--- src/rtl/line_drawer_core_if.sv ---
`default_nettype none
// +----------------------------------------------------------------------------+
// | Module : line_drawer_core_if                                               |
// | Brief  : line command channel plus pixel output channel of the line engine |
// | Rev    : 1.0  initial release                                              |
// +----------------------------------------------------------------------------+
interface line_drawer_core_if #(
   parameter int X_W      = 9,
   parameter int Y_W      = 8,
   parameter int COLOUR_W = 3
);
   logic                start;
   logic [X_W-1:0]      x0;
   logic [X_W-1:0]      x1;
   logic [Y_W-1:0]      y0;
   logic [Y_W-1:0]      y1;
   logic [COLOUR_W-1:0] colour;
   logic                ready;
   logic                plot;
   logic                plot_ready;
   logic [X_W-1:0]      x_out;
   logic [Y_W-1:0]      y_out;
   logic [COLOUR_W-1:0] colour_out;
   logic                done;

   modport master (
      output start, x0, x1, y0, y1, colour, plot_ready,
      input  ready, plot, x_out, y_out, colour_out, done
   );

   modport slave (
      input  start, x0, x1, y0, y1, colour, plot_ready,
      output ready, plot, x_out, y_out, colour_out, done
   );
endinterface
`default_nettype wire

--- src/rtl/line_drawer_core.sv ---
`default_nettype none
// +----------------------------------------------------------------------------+
// | Module : line_drawer_core                                                  |
// | Brief  : Bresenham line engine, all octants, one pixel per accepted cycle. |
// |          Optional screen clipping enabled by defining LDA_CLIP_EN.         |
// | Rev    : 1.0  initial release                                              |
// +----------------------------------------------------------------------------+
module line_drawer_core #(
   parameter int          X_W      = 9,
   parameter int          Y_W      = 8,
   parameter int          COLOUR_W = 3,
   parameter int unsigned SCREEN_W = 320,
   parameter int unsigned SCREEN_H = 240
) (
   input wire           clk,
   input wire           reset,
   line_drawer_core_if.slave bus
);
   localparam int c_cw = (X_W > Y_W) ? X_W : Y_W;
   localparam int c_ew = c_cw + 2;

   typedef enum logic [2:0] {
      S_IDLE  = 3'd0,
      S_SETUP = 3'd1,
      S_INIT  = 3'd2,
      S_DRAW  = 3'd3,
      S_DONE  = 3'd4
   } state_t;

   state_t               r_state, w_state_nx;
   logic [c_cw-1:0]      r_x0, r_y0, r_x1, r_y1;
   logic [c_cw-1:0]      r_dx, r_dy, r_x, r_y;
   logic [COLOUR_W-1:0]  r_colour, r_colour_out;
   logic signed [c_ew-1:0] r_err;
   logic                 r_steep, r_ystep_neg, r_valid, r_last;
   logic [X_W-1:0]       r_x_out;
   logic [Y_W-1:0]       r_y_out;

   logic [c_cw-1:0]      w_adx, w_ady, w_a0, w_b0, w_a1, w_b1, w_px, w_py, w_y_nx;
   logic signed [c_ew-1:0] w_err_acc, w_err_nx;
   logic                 w_steep, w_clip, w_xfer, w_load;

   // Magnitudes serve SETUP on raw endpoints and INIT on the reordered ones.
   always_comb begin
      w_adx   = (r_x1 >= r_x0) ? (r_x1 - r_x0) : (r_x0 - r_x1);
      w_ady   = (r_y1 >= r_y0) ? (r_y1 - r_y0) : (r_y0 - r_y1);
      w_steep = w_ady > w_adx;
      w_a0    = w_steep ? r_y0 : r_x0;
      w_b0    = w_steep ? r_x0 : r_y0;
      w_a1    = w_steep ? r_y1 : r_x1;
      w_b1    = w_steep ? r_x1 : r_y1;
   end

   always_comb begin
      w_err_acc = r_err + $signed({2'b00, r_dy});
      w_err_nx  = w_err_acc;
      w_y_nx    = r_y;
      if (!w_err_acc[c_ew-1] && (w_err_acc != '0)) begin
         w_err_nx = w_err_acc - $signed({2'b00, r_dx});
         w_y_nx   = r_ystep_neg ? (r_y - 1'b1) : (r_y + 1'b1);
      end
      w_px = r_steep ? r_y : r_x;
      w_py = r_steep ? r_x : r_y;
   end

`ifdef LDA_CLIP_EN
   assign w_clip = ({{(32-X_W){1'b0}}, r_x_out} >= SCREEN_W) ||
                   ({{(32-Y_W){1'b0}}, r_y_out} >= SCREEN_H);
`else
   localparam int unsigned c_unused_screen = SCREEN_W + SCREEN_H;
   assign w_clip = 1'b0;
`endif

   // Output slot holds one pixel; a clipped pixel leaves without waiting on the framebuffer.
   assign w_xfer = r_valid && (bus.plot_ready || w_clip);
   assign w_load = !r_valid || w_xfer;

   always_ff @(posedge clk) begin
      if (reset) r_state <= S_IDLE;
      else       r_state <= w_state_nx;
   end

   always_comb begin
      w_state_nx = r_state;
      case (r_state)
         S_IDLE:  if (bus.start) w_state_nx = S_SETUP;
         S_SETUP: w_state_nx = S_INIT;
         S_INIT:  w_state_nx = S_DRAW;
         S_DRAW:  if (w_xfer && r_last) w_state_nx = S_DONE;
         S_DONE:  w_state_nx = S_IDLE;
         default: w_state_nx = S_IDLE;
      endcase
   end

   always_ff @(posedge clk) begin
      if (reset) begin
         r_x0 <= '0; r_y0 <= '0; r_x1 <= '0; r_y1 <= '0;
         r_dx <= '0; r_dy <= '0; r_x  <= '0; r_y  <= '0;
         r_err <= '0; r_colour <= '0; r_colour_out <= '0;
         r_steep <= 1'b0; r_ystep_neg <= 1'b0; r_valid <= 1'b0; r_last <= 1'b0;
         r_x_out <= '0; r_y_out <= '0;
      end else begin
         case (r_state)
            S_IDLE: if (bus.start) begin
               r_x0     <= c_cw'(bus.x0);
               r_y0     <= c_cw'(bus.y0);
               r_x1     <= c_cw'(bus.x1);
               r_y1     <= c_cw'(bus.y1);
               r_colour <= bus.colour;
            end
            S_SETUP: begin
               r_steep <= w_steep;
               if (w_a0 > w_a1) begin
                  r_x0 <= w_a1; r_y0 <= w_b1; r_x1 <= w_a0; r_y1 <= w_b0;
               end else begin
                  r_x0 <= w_a0; r_y0 <= w_b0; r_x1 <= w_a1; r_y1 <= w_b1;
               end
            end
            S_INIT: begin
               r_dx        <= w_adx;
               r_dy        <= w_ady;
               r_err       <= -$signed({2'b00, w_adx >> 1});
               r_ystep_neg <= !(r_y0 < r_y1);
               r_x         <= r_x0;
               r_y         <= r_y0;
               r_valid     <= 1'b0;
               r_last      <= 1'b0;
            end
            S_DRAW: begin
               if (w_xfer && r_last) begin
                  r_valid <= 1'b0;
               end else if (w_load) begin
                  r_valid      <= 1'b1;
                  r_x_out      <= w_px[X_W-1:0];
                  r_y_out      <= w_py[Y_W-1:0];
                  r_colour_out <= r_colour;
                  r_last       <= (r_x == r_x1);
                  r_x          <= r_x + 1'b1;
                  r_y          <= w_y_nx;
                  r_err        <= w_err_nx;
               end
            end
            default: ;
         endcase
      end
   end

   assign bus.ready      = (r_state == S_IDLE);
   assign bus.done       = (r_state == S_DONE);
   assign bus.plot       = r_valid && !w_clip;
   assign bus.x_out      = r_x_out;
   assign bus.y_out      = r_y_out;
   assign bus.colour_out = r_colour_out;
endmodule
`default_nettype wire

--- src/flat_wrapper.sv ---
// flat-port wrapper written by rule: the top's interface ports become plain ports
module line_drawer_core_flat 
#(
   parameter int          X_W      = 9,
   parameter int          Y_W      = 8,
   parameter int          COLOUR_W = 3,
   parameter int unsigned SCREEN_W = 320,
   parameter int unsigned SCREEN_H = 240
)
  (clk, reset, bus_start, bus_x0, bus_x1, bus_y0, bus_y1, bus_colour, bus_plot_ready, bus_ready, bus_plot, bus_x_out, bus_y_out, bus_colour_out, bus_done);
  line_drawer_core_if #(.X_W(X_W), .Y_W(Y_W), .COLOUR_W(COLOUR_W)) bus_i ();
  input wire clk;
  input wire reset;
  input wire logic [$bits(bus_i.start)-1:0] bus_start;
  input wire logic [$bits(bus_i.x0)-1:0] bus_x0;
  input wire logic [$bits(bus_i.x1)-1:0] bus_x1;
  input wire logic [$bits(bus_i.y0)-1:0] bus_y0;
  input wire logic [$bits(bus_i.y1)-1:0] bus_y1;
  input wire logic [$bits(bus_i.colour)-1:0] bus_colour;
  input wire logic [$bits(bus_i.plot_ready)-1:0] bus_plot_ready;
  output wire logic [$bits(bus_i.ready)-1:0] bus_ready;
  output wire logic [$bits(bus_i.plot)-1:0] bus_plot;
  output wire logic [$bits(bus_i.x_out)-1:0] bus_x_out;
  output wire logic [$bits(bus_i.y_out)-1:0] bus_y_out;
  output wire logic [$bits(bus_i.colour_out)-1:0] bus_colour_out;
  output wire logic [$bits(bus_i.done)-1:0] bus_done;
  assign bus_i.start = bus_start;
  assign bus_i.x0 = bus_x0;
  assign bus_i.x1 = bus_x1;
  assign bus_i.y0 = bus_y0;
  assign bus_i.y1 = bus_y1;
  assign bus_i.colour = bus_colour;
  assign bus_i.plot_ready = bus_plot_ready;
  assign bus_ready = bus_i.ready;
  assign bus_plot = bus_i.plot;
  assign bus_x_out = bus_i.x_out;
  assign bus_y_out = bus_i.y_out;
  assign bus_colour_out = bus_i.colour_out;
  assign bus_done = bus_i.done;
  line_drawer_core #(.X_W(X_W), .Y_W(Y_W), .COLOUR_W(COLOUR_W), .SCREEN_W(SCREEN_W), .SCREEN_H(SCREEN_H)) u_core (.clk(clk), .reset(reset), .bus(bus_i));
endmodule
--- config.mk ---
export PLATFORM = sky130hd
export DESIGN_NAME = line_drawer_core_flat
export DESIGN_NICKNAME = d
export VERILOG_FILES = /design/src/rtl/line_drawer_core_if.sv /design/src/rtl/line_drawer_core.sv /design/src/flat_wrapper.sv
export SDC_FILE = /design/constraint.sdc
export NUM_CORES = 1
export LEC_CHECK = 0
export ABC_AREA = 1
export BUFFER_PORTS_ARGS = -buffer_cell sky130_fd_sc_hd__clkbuf_2
export CORE_UTILIZATION = 65
export CTS_BUF_LIST = sky130_fd_sc_hd__clkbuf_8
export DETAILED_ROUTE_END_ITERATION = 10
export PLACE_DENSITY_LB_ADDON = 0.08
export SLEW_MARGIN = 15
export SYNTH_ARGS = -nofsm -noshare
export SYNTH_HDL_FRONTEND = slang
export SYNTH_SLANG_ARGS = --single-unit
--- constraint.sdc ---
create_clock -name clk -period 12.8 [get_ports clk]
set_input_delay 1.28 -clock clk [delete_from_list [all_inputs] [get_ports clk]]
set_output_delay 1.28 -clock clk [all_outputs]
set_load 0.02 [all_outputs]
======== Word-level counts from Yosys, hierarchy flattened ========
Index checks and enable logic that the tools add are counted.
Widths: inputs -> output; s select.
storage, ports and cells
  bits of input ports ..................... 41
  word-level logic and storage cells ...... 104
  register bits after elaboration ......... 113
operators by class
  bitwise operators ....................... 1
  $add $sub $neg .......................... 10
  equal/unequal tests ..................... 11
  magnitude comparators ................... 5
  multiplexer cells ....................... 41
  reductions and logical operators ........ 18
operators with widths
  operator             count
  $mux 9               21
  $pmux 9 s2           6
  $sub 9x9->9          4
  $mux 11              3
  $pmux 11 s2          1
  $add 9x1->9 const B  2
  $ge 9x9->1           2
  $gt 9x9->1           2
  $pmux 3 s4           1
  $add 11x10->11       1
  $neg 8->11           1
  $reduce_bool 11->1   1
  $sub 11x10->11       1
  $eq 9x9->1           1
  $lt 9x9->1           1
  $sub 9x1->9 const B  1
  $mux 8               1
  $reduce_and 2->1     4
  $eq 3x2->1 const B   2
  $mux 3               2
  $ne 2x1->1 const B   3
  $reduce_and 3->1     2
  $mux 1               4
  $ne 2x2->1 const B   2
  11 further kinds     17

======== Depth between registers and ports, before layout ========
  depth after elaboration ................. 7
  gate-level depth with buffers ........... 40
  mapped depth without buffers ............ 36

======== Worst setup path before layout ========
OpenSTA, ideal clock, no wires.
  kind .................................... reg2reg
  start point ............................. register u_core.r_y1[2]
  end point ............................... register u_core.r_x1[4]
  period minus slack after synthesis ...... 5.353 ns
  library setup time ...................... 0.070 ns
  stages on the path, launching flop included .. 37
  path slack .............................. 7.447 ns
  data required time ...................... 12.730 ns
  arrival ................................. 5.283 ns
  cells stage by stage .................... dfxtp_1 > inv_1 > ha_1 > buf_4 > nand2_1 > nor2_1 > nand3_1 > nand4_1 > clkbuf_1 > o21ai_0 > o21ai_0 > xor2_1 > inv_1 > ha_1 > nand2_1 > nor2_1 > nand3b_1 > nor2_1 > nor2_4 > nand2_8 > buf_2 > nand3_1 > and2_1 > ha_1 > nand2_1 > nor2_1 > a211oi_1 > o21ai_0 > a21oi_1 > o21a_1 > inv_1 > nand2_1 > clkinv_1 > clkbuf_1 > nand3_1 > nand3_1 > a21oi_1
on the way
  longest elaborated chain between the ends .. 7
ends and longest elaborated chain
  what                                              RTL line                                        source
  start, declared                                   line_drawer_core.sv:31                          logic [c_cw-1:0] r_x0, r_y0, r_x1, r_y1;
  start signal, assigned                            line_drawer_core.sv:108                         r_y1 <= c_cw'(bus.y1);
  start signal, assigned                            line_drawer_core.sv:114                         r_x0 <= w_a1; r_y0 <= w_b1; r_x1 <= w_a0; r_y1 <= w_b0;
  start signal, assigned                            line_drawer_core.sv:116                         r_x0 <= w_a0; r_y0 <= w_b0; r_x1 <= w_a1; r_y1 <= w_b1;
  $sub 9x9->9 / $ge 9x9->1 (equally long branches)  line_drawer_core.sv:46                          w_ady = (r_y1 >= r_y0) ? (r_y1 - r_y0) : (r_y0 - r_y1);
  $mux 9 (*)                                        line_drawer_core.sv:46
  via u_core.w_ady[6]                               line_drawer_core.sv:39                          logic [c_cw-1:0] w_adx, w_ady, w_a0, w_b0, w_a1, w_b1, w_px, w_py, w_y_nx;
  $gt 9x9->1 (*)                                    line_drawer_core.sv:47                          w_steep = w_ady > w_adx;
  $mux 9, on equally long branches                  line_drawer_core.sv:48, line_drawer_core.sv:50
  $gt 9x9->1                                        line_drawer_core.sv:113                         if (w_a0 > w_a1) begin
  $mux 9 (*)                                        line_drawer_core.sv:113
  $pmux 9 s2 (*)                                    line_drawer_core.sv:103                         case (r_state)
  end signal, assigned                              line_drawer_core.sv:107                         r_x1 <= c_cw'(bus.x1);
  end signal, assigned                              line_drawer_core.sv:114
  end signal, assigned                              line_drawer_core.sv:116
  end, declared                                     line_drawer_core.sv:31
The timed path passes the listed nets; every way through them passes the cells marked *.
A chain may end at the register's enable or synchronous reset.

======== Worst setup path after layout ========
  start point ............................. register u_core.r_y0[1]
  end point ............................... register u_core.r_x1[4]
on the way
  longest elaborated chain between the ends .. 7
ends and longest elaborated chain
  what                                              RTL line                                        source
  start, declared                                   line_drawer_core.sv:31
  start signal, assigned                            line_drawer_core.sv:106                         r_y0 <= c_cw'(bus.y0);
  start signal, assigned                            line_drawer_core.sv:114
  start signal, assigned                            line_drawer_core.sv:116
  $sub 9x9->9 / $ge 9x9->1 (equally long branches)  line_drawer_core.sv:46
  $mux 9 (*)                                        line_drawer_core.sv:46
  via u_core.w_ady[6]                               line_drawer_core.sv:39
  $gt 9x9->1 (*)                                    line_drawer_core.sv:47
  $mux 9, on equally long branches                  line_drawer_core.sv:48, line_drawer_core.sv:50
  $gt 9x9->1                                        line_drawer_core.sv:113
  $mux 9 (*)                                        line_drawer_core.sv:113
  $pmux 9 s2 (*)                                    line_drawer_core.sv:103
Marks and branches as above.

==> impl_metrics.env <==
export IMPL_min_path_type="flip-flop to flip-flop"
export IMPL_cts_tree="done"
export IMPL_vias_per_cell=5.971
export IMPL_critPathKind="flip-flop to flip-flop"
export IMPL_timing_critical_path_slowest_stage_cell="sky130_fd_sc_hd__clkinv_1"
export IMPL_hold_viol=0
export IMPL_max_cap_violations=0
export IMPL_post_drt_antenna_nets=0
export IMPL_synth_top_cell_area_share_pct=24.53
export IMPL_synth_avg_cell_area_sq_um=6.556
export IMPL_instance_count_of_the_mapped_netlist=1407
export IMPL_clk_pin_slew_ns=0.09
export IMPL_drt_first_iter_violations=959
export IMPL_globalRoute_totalOverflow=0
export IMPL_clock_path_buffers=2
export IMPL_finalSetupViolations=0
export IMPL_tritoncts_buffers=17
export IMPL_tightest_slew_ns=1.116
export IMPL_place_hpwl_um=19520
export IMPL_syn_cell_area_sq_mm=0.009224
export IMPL_critical_path_arrival_ns=7.47
export IMPL_cts_sink_count=113
export IMPL_portBuffers=63
export IMPL_detail_route_first_pass_iterations=6
export IMPL_wirelength_um=26990
export IMPL_synthArstFlopShare_pct=0
export IMPL_grt_first_pass_wirelength_um=42920
export IMPL_cts_htree_levels=4
export IMPL_grt_antenna_before_repair=0
export IMPL_synth_top_area_cell="sky130_fd_sc_hd__dfxtp_1"
export IMPL_warning_count_from_the_yosys_run=0
export IMPL_cts_hold_buf=0
export IMPL_die_w_um=121.1
export IMPL_synth_ff_latch_count=113
export IMPL_result_of_the_run="finished, final reports clean"
export IMPL_rsz0062_at_grt="no"
export IMPL_max_slew_margin_pct=25.15
export IMPL_seq_area_frac_synth_pct=24.53
export IMPL_numnets_final=1555
export IMPL_antenna_cells_inserted=0
export IMPL_max_freq_ghz=0.1415
export IMPL_groute_usage_overall_pct=37.58
export IMPL_number_of_max_slew_violations_in_the_final_report=0
export IMPL_multi_input_area_sq_mm=0.006042
export IMPL_core_area_sq_mm=0.01388
export IMPL_routed_wirelength_normalized_by_instance_count_um=16.64
export IMPL_synthFlopType="sky130_fd_sc_hd__dfxtp_1"
export IMPL_die_area_sq_mm=0.01467
export IMPL_fillCellCount=1233
export IMPL_drc_errors=0
export IMPL_root_buffer="sky130_fd_sc_hd__clkbuf_8"
export IMPL_post_cts_setup_buffers=0
export IMPL_synth_edf_count=0
export IMPL_number_of_global_route_vias_before_repair=8578
export IMPL_endpoint_kind="flip-flop"
export IMPL_dr_total_vias=9685
export IMPL_syn2layout_area_growth_pct=8.085
export IMPL_worstPathRequired_ns=13.20
export IMPL_startpoint_type="flip-flop"
export IMPL_setup_total_negative_slack_ns=0
export IMPL_timing_critical_path_fanout_max=37
export IMPL_final_setup_skew_ns=0.01814
export IMPL_path_common_cell="sky130_fd_sc_hd__nand2_1"
export IMPL_clk_insertion_delay_late_ns=0.48
export IMPL_seqCellArea_sq_mm=0.002262
export IMPL_syn_num_nets=1533
export IMPL_fp_row_count=43
export IMPL_final_period_utilization_pct=55.22
export IMPL_initial_core_util_pct=66.45
export IMPL_die_height_um=121.1
export IMPL_io_pin_count=64
export IMPL_ys_types=46
export IMPL_critPathMaxStageDelay_ns=0.86
export IMPL_cts_repair_resize_count=0
export IMPL_place_gp_congestion=0.9590
export IMPL_maximum_number_of_pins_on_one_net_before_global_route_repair=48
export IMPL_top_cells_by_area_in_the_synthesized_netlist="sky130_fd_sc_hd__dfxtp_1, sky130_fd_sc_hd__ha_1, sky130_fd_sc_hd__o21ai_0"
export IMPL_final_layout_size_suffix_gt1_share_pct=9.639
export IMPL_finalCriticalPeriod_ns=7.069
==> path summary, 6_finish.rpt <==
kind | from | to | slack [ns] | cells after the start
min reg2reg | u_core.r_colour[2] | u_core.r_colour[2] | 0.47 | 2
max | u_core.r_y0[1] | u_core.r_x1[4] | 5.73 | 35
max reg2reg | u_core.r_y0[1] | u_core.r_x1[4] | 5.73 | 35
min | u_core.r_colour[2] | u_core.r_colour[2] | 0.47 | 2
==> cells in the final DEF, fill, tap and decap left out, types with 8 or more instances in the layout <==
| master | Yosys | routed |
|---|---|---|
| sky130_fd_sc_hd__o21ai_0 | 189 | 189 |
| sky130_fd_sc_hd__xnor2_1 | 10 | 10 |
| sky130_fd_sc_hd__dfxtp_1 | 113 | 113 |
| sky130_fd_sc_hd__clkbuf_2 | 0 | 63 |
| sky130_fd_sc_hd__nor2_1 | 90 | 87 |
| sky130_fd_sc_hd__nand2_2 | 13 | 14 |
| sky130_fd_sc_hd__a21oi_1 | 143 | 143 |
| sky130_fd_sc_hd__ha_1 | 78 | 78 |
| sky130_fd_sc_hd__xor2_1 | 34 | 34 |
| sky130_fd_sc_hd__nor2_2 | 6 | 9 |
| sky130_fd_sc_hd__clkbuf_8 | 0 | 17 |
| sky130_fd_sc_hd__a31oi_1 | 8 | 8 |
| sky130_fd_sc_hd__nand3_1 | 173 | 173 |
| sky130_fd_sc_hd__and2_1 | 9 | 9 |
| sky130_fd_sc_hd__nand2_1 | 227 | 226 |
| sky130_fd_sc_hd__inv_1 | 159 | 158 |
==> routing by layer <==
layer / wire [um] / track usage, %
met4: 1052 / 17.52
met5: 0 / 0
met1: 11610 / 49.12
met3: 2352 / 8.600
met2: 11980 / 58.46
==> logic make-up (layout without fill, tap and decap cells) <==
logic type	after synthesis	in the layout	share of synthesized area, %
flip-flops	113	113	24.53
AND/OR/NAND/NOR	547	547	26.57
adder cells (fa/ha/maj)	85	85	12.10
buffers and inverters	232	267	10.13
multiplexers	5	5	0.5426
AO/OA/AOI/OAI	381	381	21.95
XOR/XNOR	44	44	4.178
==> Yosys cell counts, drive strengths merged (10+ instances only) <==
cell type / count
a21oi: 143
nand2: 242
buf: 22
xnor2: 10
o21ai: 193
ha: 78
clkbuf: 45
nand3: 175
dfxtp: 113
inv: 164
xor2: 34
nor2: 98
==> sequential cells by signal, indices dropped and copies added, names as in the netlist, 3 cells and up <==
register / count
u_core.bus.y_out: 8
u_core.r_y1: 9
u_core.r_x1: 9
u_core.r_err: 11
u_core.r_colour: 3
u_core.bus.colour_out: 3
u_core.r_dy: 9
u_core.r_y: 9
u_core.bus.x_out: 9
u_core.r_dx: 9
u_core.r_state: 3
u_core.r_y0: 9
u_core.r_x0: 9
u_core.r_x: 9
==> per-stage QoR <==
step	instance area (sq um)	hold WS (ns)	utilization, %	setup slack, ns	std cells
6_report	9970	0.4707	71.82	5.731	1622
5_1_grt	9970	0.4924	71.82	5.145	1622
2_1_floorplan	9224	0.4457	-	7.447	1407
4_1_cts	9965	0.4722	71.79	5.958	1622
3_5_place_dp	9512	0.4607	68.52	6.036	1590
3_3_place_gp	9512	0.4555	68.52	6.168	1590
==> cell type report <==
type                       count  area share [%]
clock inverter                15           2.196
multi-input combinational   1062           60.60
timing repair buffer          70           3.690
tap                          180           2.259
sequential                   113           22.69
clock buffer                  17           2.347
inverter                     165           6.212
==> critical path, delay by kind of cell (launching register included) <==
kind	cells	cell delay, ns
simple gates	19	2.80
buf+inv	5	1.41
compound gates	7	1.11
fa+ha+maj	3	0.78
flops	1	0.64
xor+xnor	1	0.21
Power is not shown: default switching activity piles up to over one toggle a cycle in this logic, so the estimate is an artifact.
